File: src/rtl/interp_line_sel_seq_if.sv
`default_nettype none
// +------------------------------------------------------------------------+
// | interp_line_sel_seq_if : line-source selector bus (sources in, line out)|
// | Rev 1.0                                                                 |
// +------------------------------------------------------------------------+
interface interp_line_sel_seq_if #(
  parameter int SAMPLE_W    = 9,
  parameter int NUM_SAMPLES = 11,
  parameter int NUM_SRC     = 2
);
  localparam int LW    = SAMPLE_W * NUM_SAMPLES;
  localparam int SEL_W = (NUM_SRC > 2) ? $clog2(NUM_SRC) : 1;

  logic                  i_start;
  logic                  i_auto_mode;
  logic [SEL_W-1:0]      i_select;
  logic [NUM_SRC*LW-1:0] i_data_in;
  logic [NUM_SRC-1:0]    i_valid_in;
  logic [NUM_SRC-1:0]    o_src_ack;
  logic                  i_ready_in;
  logic [LW-1:0]         o_data_out;
  logic                  o_valid_out;
  logic [SEL_W-1:0]      o_sel_out;
  logic [7:0]            o_line_idx;
  logic                  o_busy;
  logic                  o_done;
  logic [15:0]           o_ext_cnt;

  modport slave (
    input  i_start, i_auto_mode, i_select, i_data_in, i_valid_in, i_ready_in,
    output o_src_ack, o_data_out, o_valid_out, o_sel_out, o_line_idx,
           o_busy, o_done, o_ext_cnt
  );

  modport master (
    output i_start, i_auto_mode, i_select, i_data_in, i_valid_in, i_ready_in,
    input  o_src_ack, o_data_out, o_valid_out, o_sel_out, o_line_idx,
           o_busy, o_done, o_ext_cnt
  );
endinterface
`default_nettype wire

File: src/rtl/interp_line_sel_seq.sv
`default_nettype none
// +------------------------------------------------------------------------+
// | interp_line_sel_seq : registered line-source selector, manual/auto seq  |
// | Optional source-1 line counter: define INTERP_LINE_SEL_STATS_EN         |
// | Rev 1.0                                                                 |
// +------------------------------------------------------------------------+
module interp_line_sel_seq #(
  parameter int SAMPLE_W        = 9,
  parameter int NUM_SAMPLES     = 11,
  parameter int NUM_SRC         = 2,
  parameter int LINES_PER_BLOCK = 8,
  parameter int EXT_LINES       = 1
) (
  input  wire logic            clk,
  input  wire logic            rst_n,
  interp_line_sel_seq_if.slave bus
);
  localparam int LW    = SAMPLE_W * NUM_SAMPLES;
  localparam int SEL_W = (NUM_SRC > 2) ? $clog2(NUM_SRC) : 1;

  localparam logic [7:0]       c_LAST_IDX  = 8'(LINES_PER_BLOCK - 1);
  localparam logic [7:0]       c_EXT_LINES = 8'(EXT_LINES);
  localparam logic [SEL_W-1:0] c_SEL_EXT   = SEL_W'(1);

  typedef enum logic [0:0] {
    ST_IDLE = 1'b0,
    ST_RUN  = 1'b1
  } state_t;

  state_t           r_state;
  logic [LW-1:0]    r_data;
  logic             r_valid;
  logic [SEL_W-1:0] r_sel;
  logic [7:0]       r_line_idx;
  logic             r_done;

  logic               w_has_sel;
  logic [SEL_W-1:0]   w_sel;
  logic               w_src_valid;
  logic [LW-1:0]      w_src_data;
  logic               w_load;
  logic               w_last;
  logic [NUM_SRC-1:0] w_ack;

  // Auto mode: leading EXT_LINES lines of a block from source 1, rest from 0.
  always_comb begin
    w_has_sel = 1'b0;
    w_sel     = '0;
    if (r_state == ST_RUN) begin
      w_has_sel = 1'b1;
      w_sel     = (r_line_idx < c_EXT_LINES) ? c_SEL_EXT : '0;
    end else if (!bus.i_auto_mode) begin
      w_has_sel = 1'b1;
      w_sel     = bus.i_select;
    end
  end

  // An out-of-range index matches no source, so it never loads.
  always_comb begin
    w_src_valid = 1'b0;
    w_src_data  = '0;
    for (int k = 0; k < NUM_SRC; k++) begin
      if (w_sel == SEL_W'(k)) begin
        w_src_valid = bus.i_valid_in[k];
        w_src_data  = bus.i_data_in[k*LW +: LW];
      end
    end
  end

  assign w_load = w_has_sel && w_src_valid && (!r_valid || bus.i_ready_in);
  assign w_last = (r_line_idx == c_LAST_IDX);

  always_comb begin
    w_ack = '0;
    for (int k = 0; k < NUM_SRC; k++) begin
      w_ack[k] = w_load && (w_sel == SEL_W'(k));
    end
  end

  always_ff @(posedge clk or negedge rst_n) begin
    if (!rst_n) begin
      r_state    <= ST_IDLE;
      r_data     <= '0;
      r_valid    <= 1'b0;
      r_sel      <= '0;
      r_line_idx <= '0;
      r_done     <= 1'b0;
    end else begin
      r_done <= 1'b0;
      if (w_load) begin
        r_data  <= w_src_data;
        r_sel   <= w_sel;
        r_valid <= 1'b1;
      end else if (bus.i_ready_in) begin
        r_valid <= 1'b0;
      end
      case (r_state)
        ST_IDLE: begin
          if (bus.i_start && bus.i_auto_mode) begin
            r_state    <= ST_RUN;
            r_line_idx <= '0;
          end
        end
        ST_RUN: begin
          if (w_load) begin
            if (w_last) begin
              r_state    <= ST_IDLE;
              r_line_idx <= '0;
              r_done     <= 1'b1;
            end else begin
              r_line_idx <= r_line_idx + 8'd1;
            end
          end
        end
        default: r_state <= ST_IDLE;
      endcase
    end
  end

`ifdef INTERP_LINE_SEL_STATS_EN
  logic [15:0] r_ext_cnt;

  always_ff @(posedge clk or negedge rst_n) begin
    if (!rst_n) begin
      r_ext_cnt <= '0;
    end else if (w_load && (w_sel == c_SEL_EXT) && (r_ext_cnt != 16'hFFFF)) begin
      r_ext_cnt <= r_ext_cnt + 16'd1;
    end
  end

  assign bus.o_ext_cnt = r_ext_cnt;
`else
  assign bus.o_ext_cnt = '0;
`endif

  assign bus.o_src_ack   = w_ack;
  assign bus.o_data_out  = r_data;
  assign bus.o_valid_out = r_valid;
  assign bus.o_sel_out   = r_sel;
  assign bus.o_line_idx  = r_line_idx;
  assign bus.o_busy      = (r_state == ST_RUN);
  assign bus.o_done      = r_done;
endmodule
`default_nettype wire
File: src/flat_wrapper.sv
// flat-port wrapper written by rule: the top's interface ports become plain ports
module interp_line_sel_seq_flat 
#(
  parameter int SAMPLE_W        = 9,
  parameter int NUM_SAMPLES     = 11,
  parameter int NUM_SRC         = 2,
  parameter int LINES_PER_BLOCK = 8,
  parameter int EXT_LINES       = 1
)
  (clk, rst_n, bus_i_start, bus_i_auto_mode, bus_i_select, bus_i_data_in, bus_i_valid_in, bus_i_ready_in, bus_o_src_ack, bus_o_data_out, bus_o_valid_out, bus_o_sel_out, bus_o_line_idx, bus_o_busy, bus_o_done, bus_o_ext_cnt);
  interp_line_sel_seq_if #(.SAMPLE_W(SAMPLE_W), .NUM_SAMPLES(NUM_SAMPLES), .NUM_SRC(NUM_SRC)) bus_i ();
  input  wire logic clk;
  input  wire logic rst_n;
  input wire logic [$bits(bus_i.i_start)-1:0] bus_i_start;
  input wire logic [$bits(bus_i.i_auto_mode)-1:0] bus_i_auto_mode;
  input wire logic [$bits(bus_i.i_select)-1:0] bus_i_select;
  input wire logic [$bits(bus_i.i_data_in)-1:0] bus_i_data_in;
  input wire logic [$bits(bus_i.i_valid_in)-1:0] bus_i_valid_in;
  input wire logic [$bits(bus_i.i_ready_in)-1:0] bus_i_ready_in;
  output wire logic [$bits(bus_i.o_src_ack)-1:0] bus_o_src_ack;
  output wire logic [$bits(bus_i.o_data_out)-1:0] bus_o_data_out;
  output wire logic [$bits(bus_i.o_valid_out)-1:0] bus_o_valid_out;
  output wire logic [$bits(bus_i.o_sel_out)-1:0] bus_o_sel_out;
  output wire logic [$bits(bus_i.o_line_idx)-1:0] bus_o_line_idx;
  output wire logic [$bits(bus_i.o_busy)-1:0] bus_o_busy;
  output wire logic [$bits(bus_i.o_done)-1:0] bus_o_done;
  output wire logic [$bits(bus_i.o_ext_cnt)-1:0] bus_o_ext_cnt;
  assign bus_i.i_start = bus_i_start;
  assign bus_i.i_auto_mode = bus_i_auto_mode;
  assign bus_i.i_select = bus_i_select;
  assign bus_i.i_data_in = bus_i_data_in;
  assign bus_i.i_valid_in = bus_i_valid_in;
  assign bus_i.i_ready_in = bus_i_ready_in;
  assign bus_o_src_ack = bus_i.o_src_ack;
  assign bus_o_data_out = bus_i.o_data_out;
  assign bus_o_valid_out = bus_i.o_valid_out;
  assign bus_o_sel_out = bus_i.o_sel_out;
  assign bus_o_line_idx = bus_i.o_line_idx;
  assign bus_o_busy = bus_i.o_busy;
  assign bus_o_done = bus_i.o_done;
  assign bus_o_ext_cnt = bus_i.o_ext_cnt;
  interp_line_sel_seq #(.SAMPLE_W(SAMPLE_W), .NUM_SAMPLES(NUM_SAMPLES), .NUM_SRC(NUM_SRC), .LINES_PER_BLOCK(LINES_PER_BLOCK), .EXT_LINES(EXT_LINES)) u_core (.clk(clk), .rst_n(rst_n), .bus(bus_i));
endmodule
File: config.mk
export PLATFORM = sky130hd
export DESIGN_NAME = interp_line_sel_seq_flat
export DESIGN_NICKNAME = d
export VERILOG_FILES = /design/src/rtl/interp_line_sel_seq_if.sv /design/src/rtl/interp_line_sel_seq.sv /design/src/flat_wrapper.sv
export SDC_FILE = /design/constraint.sdc
export NUM_CORES = 1
export LEC_CHECK = 0
export BUFFER_PORTS_ARGS = -buffer_cell sky130_fd_sc_hd__buf_2
export CORE_MARGIN = 8
export CORE_UTILIZATION = 34
export DETAILED_ROUTE_END_ITERATION = 12
export PLACE_DENSITY = 0.65
export SLEW_MARGIN = 20
export SYNTH_ARGS = -nofsm -noshare
export SYNTH_HDL_FRONTEND = slang
export SYNTH_SLANG_ARGS = --single-unit
File: constraint.sdc
create_clock -name clk -period 4.5 [get_ports clk]
set_clock_uncertainty 0.2 [all_clocks]
set_input_delay 0.225 -clock clk [delete_from_list [all_inputs] [get_ports clk]]
set_output_delay 0.225 -clock clk [all_outputs]
set_load 0.03 [all_outputs]
# Yosys cells after proc, flatten, opt, wreduce, memory -nomap -nowiden
# Cells that the tools add are included.
dict set report word_totals {
  wordCells 42
  in_bits 206
  register_bits 111
  output_inout_bits 129
}
dict set report op_classes {
  n_reduce_logical 9
  n_eq_ne 3
  addsub 1
  n_lt_le_gt_ge 1
  bitwise_logic 2
  mux 20
}
# operator count
set ops {}
lappend ops {{2-to-1 mux 99 bit} 1}
lappend ops {{2-to-1 mux 8 bit} 3}
lappend ops {{case mux 8 bit (2 select lines)} 1}
lappend ops {{2-to-1 mux 1 bit} 14}
lappend ops {{adder 8 x 1 -> 8 bit (second input constant)} 1}
lappend ops {{equality test 8 x 3 -> 1 bit (second input constant)} 1}
lappend ops {{less-than comparator 8 x 1 -> 1 bit (second input constant)} 1}
lappend ops {{logical AND 1 bit} 5}
lappend ops {{inequality test 2 x 1 -> 1 bit (second input constant)} 1}
lappend ops {{inequality test 2 bit (second input constant)} 1}
lappend ops {{inverter 1 bit} 2}
lappend ops {{case mux 1 bit (2 select lines)} 1}
lappend ops {{AND reduction 2 bit} 1}
lappend ops {{nonzero test 2 bit} 1}
lappend ops {{logical NOT 1 bit} 1}
lappend ops {{logical OR 1 bit} 1}

# Depth between registers and ports, before layout
dict set report depth {
  depth_word 8
  mapped_depth 9
  ltp_nobuf 7
}

# Least setup slack after synthesis
# Ideal clock, no wire load.
dict set report synth_path {
  path_type {flip-flop to output port}
  from {register u_core.r_line_idx[0] (netlist: u_core.bus.o_line_idx[0])}
  to {output port bus_o_src_ack[1]}
  path_slack_ns 1.479
  required_time_ns 4.075
  arrival_time_ns 2.596
  n_path_buf 2
  stages_incl_launch_ff 8
  cell_sequence {dfrtp_1 > inv_1 > ha_1 > nor4b_2 > a21oi_2 > buf_6 > clkbuf_1 > nor4b_1}
}
dict set report synth_via {
  elab_chain_cells 7
}
# item line_no
set synth_rtl {}
lappend synth_rtl {{start: declaration} interp_line_sel_seq.sv:34} ;# logic [7:0] r_line_idx;
lappend synth_rtl {{start signal: assignment} interp_line_sel_seq.sv:111} ;# r_line_idx <= r_line_idx + 8'd1;
lappend synth_rtl {{less-than comparator 8 x 1 -> 1 bit (*)} interp_line_sel_seq.sv:51} ;# w_sel = (r_line_idx < c_EXT_LINES) ? c_SEL_EXT : '0;
lappend synth_rtl {{2-to-1 mux 1 bit (*)} interp_line_sel_seq.sv:51}
lappend synth_rtl {{2-to-1 mux 1 bit (*)} interp_line_sel_seq.sv:49} ;# if (r_state == ST_RUN) begin
lappend synth_rtl {{2-to-1 mux 1 bit} interp_line_sel_seq.sv:63} ;# if (w_sel == SEL_W'(k)) begin
lappend synth_rtl {{logical AND 1 bit (2 in a row)} interp_line_sel_seq.sv:70} ;# assign w_load = w_has_sel && w_src_valid && (!r_valid || bus.i_ready_in);
lappend synth_rtl {{logical AND 1 bit (*)} interp_line_sel_seq.sv:76} ;# w_ack[k] = w_load && (w_sel == SEL_W'(k));
lappend synth_rtl {{end: declaration} flat_wrapper.sv:20} ;# output wire logic [$bits(bus_i.o_src_ack)-1:0] bus_o_src_ack;
# Mark *: on every way between the ends. The rest lies on a longest branch, timed or not.

# Worst setup path after layout
dict set report layout_path {
  from {register u_core.r_line_idx[0] (netlist: u_core.bus.o_line_idx[0])}
  to {output port bus_o_src_ack[0]}
}
# Same word-level chain as after synthesis.

==> results.ini <==
[status]
outcome = complete, no violations

[floorplanning]
start_util_pct = 34.72
pin_count = 335
die_x_um = 148.9
dieHeight_um = 148.9
coreArea_um2 = 17300
dieArea_um2 = 22170
core.rowCount = 48

[global_routing]
grt_pass1_vias = 4624
track_usage_pct = 14.08
antenna_found_initial = 0
grt_pass1_wl_um = 25210
grt_max_degree = 68
grt_overflow = 0

[place]
pre_cts_ws_ns = 1.531
place_area_um2 = 7697
gp_congestion = 0.7955
hpwl_um = 12810
io_buffers = 318
placed_cells = 941

[clock_tree]
clock_sinks = 111
clk_pin_slew_worst_paths_ns = 0.07
clkLatencyLatePin_ns = 0.34
clockBufferDepth = 2
root_buffer = clkbuf_16
ctsResizeCount = 0
cts_max_level = 3
numCtsBuffers = 9
cts_tree = built

[worst_setup_path]
reg2reg_to = u_core.bus.o_data_out[66]
path_class = register to output pin
crit_path_max_incr_delay_ns = 0.63
critPathLaunch = u_core.bus.o_line_idx[0]
reg2reg_setup_slack_ns = 1.28
critical_path.slowest_cell = buf_4
end_kind = output pin
crit_fanout = 46
required_ns = 4.07
crit_chain = inv_1, ha_1, nor4b_2, a21oi_4, mux2i_1, nor3_4, buf_4, and2_1, buf_2
arrival_ns = 2.87
r2r_cells = 8
crit_path_start_kind = register
r2r-start = u_core.bus.o_line_idx[0]

[finish]
area_delta_synth_final_pct = 33.92
num-nets-final = 941
finalNonFillerCells = 963
design_area_um2 = 8043
drive_above_1_share_pct = 70.19
n_antenna_cell = 0

[drt]
ant_nets = 0
drc = 0
first_iter_violations = 158
viasPerCell = 4.503
drt_first_pass_iters = 4
post_drt_wl_per_cell_um = 16.99
wl_um = 16360
num_vias = 4336

[synthesis]
yosysMostFrequentCell = dfrtp_1
yosysWarningCount = 0
synth_edf_count = 0
yosysSeqAreaShare_pct = 46.25
yosysTopAreaCell = dfrtp_1
synth.area.top_cells = dfrtp_1, mux2_2, mux2_4, mux2_1, buf_4
yosysUniqueCellTypes = 34
yosys-top-cells-count = dfrtp_1, mux2_2, mux2_4, mux2_1, buf_4
ys.flop_type = dfrtp_1
synth-seq-cells = 111
syn_area_um2 = 6006
async_flop_share_pct = 100.0
synth.avg_cell_area_um2 = 14.33
netlist_instances = 419
synth_top_area_share_pct = 46.25

[worst_hold_path]
hold_path_depth = 3
hold_end = u_core.bus.o_data_out[78]
hold_class = input port to register
min_from = bus_i_data_in[78]

[timing]
post-route-min-period_ns = 3.292
whs_ns = 0.02306
post-route-period-util_pct = 73.17
setup-violations-final = 0
fmax_ghz = 0.3037
rsz0062_at_grt = false
relSlewSlack_pct = 38.37
fin_ws_ns = 1.208
slew_violations = 0
fin_setup_tns_ns = 0
tightest_slew_ns = 0.8988
hold_viol = 0

[pwr]
leakage_uw = 0.004090
peakVddDrop_uv = 197.3
powerDensity_nw_per_um2 = 377.2

[run]
drv_cap = 0

-- logic make-up after synthesis --
group | after synthesis | synth area share [%]
AND/OR/NAND/NOR | 37 | 3.833
other | 1 | 0.06244
buffers and inverters | 49 | 5.562
multiplexers | 201 | 42.00
AO/OA/AOI/OAI | 18 | 1.875
flip-flops | 111 | 46.25
adder cells (fa/ha/maj) | 2 | 0.4166
-- through the flow --
stage          total power [uW]  utilization (%)
5_1_grt                    3212            46.50
3_3_place_gp               2291            44.50
2_1_floorplan              1956                -
3_5_place_dp               2304            44.50
4_1_cts                    3096            46.50
6_report                   3034            46.50
-- placed cells by master (no fill, tap or decap), drive strengths merged, types with 4 or more instances in the layout --
cell,count
a21oi,4
buf,323
clkbuf,11
conb,16
dfrtp,111
dlygate4sd3,6
inv,9
mux2,198
nand2,6
nand3,10
o211ai,5
o21ai,5
-- state kept, by name (all words and copies together), names as in the netlist --
| name | flops |
|---|---|
| u_core.bus.o_line_idx | 8 |
| u_core.bus.o_sel_out | 1 |
| u_core.bus.o_valid_out | 1 |
| u_core.bus.o_done | 1 |
| u_core.bus.o_data_out | 99 |
| u_core.bus.o_busy | 1 |
-- metal layers --
metal / wire, um / vias up / global-route usage [%]
li1: - / 2097 / -
met1: 6421 / 2050 / 16.19
met2: 8157 / 180 / 24.05
met3: 1649 / 9 / 5.825
met4: 131 / 0 / 3.029
met5: 0 / - / 0
-- repair_timing --
item	4_1_cts	5_1_grt
endpoints found under the hold margin	71	0
hold buffers	6	0
buffers inserted	0	0
-- area by class of cell --
type                       count  area [um^2]
clock inverter                 5        42.54
tap                          225        281.5
clock buffer                  11        242.7
inverter                       8        30.03
fill                        1596         9254
timing repair buffer         329         1704
sequential                   111         2778
multi-input combinational    274         2964
-- critical path, delay by kind of cell (launching register included) --
family | cells | cell delay, ns
flops | 1 | 0.42
simple gates | 3 | 0.74
buf+inv | 3 | 0.93
fa+ha+maj | 1 | 0.14
mux | 1 | 0.17
compound gates | 1 | 0.11
-- how the worst max path moves through the flow --
stage | endpoint | slack, ns
6_report | bus_o_src_ack[0] | 1.21
5_1_grt | bus_o_src_ack[0] | 0.95
4_1_cts | bus_o_src_ack[0] | 1.14
3_5_place_dp | bus_o_src_ack[0] | 1.53
3_3_place_gp | bus_o_src_ack[0] | 1.57
2_1_floorplan | bus_o_src_ack[1] | 1.48
-- power breakdown --
part	total (uW)	switching [uW]	internal [uW]
Sequential	1260	109	1160
Clock	758	362	396
Combinational	1010	600	411
No activity file was read; power rests on OpenSTA's default activity.
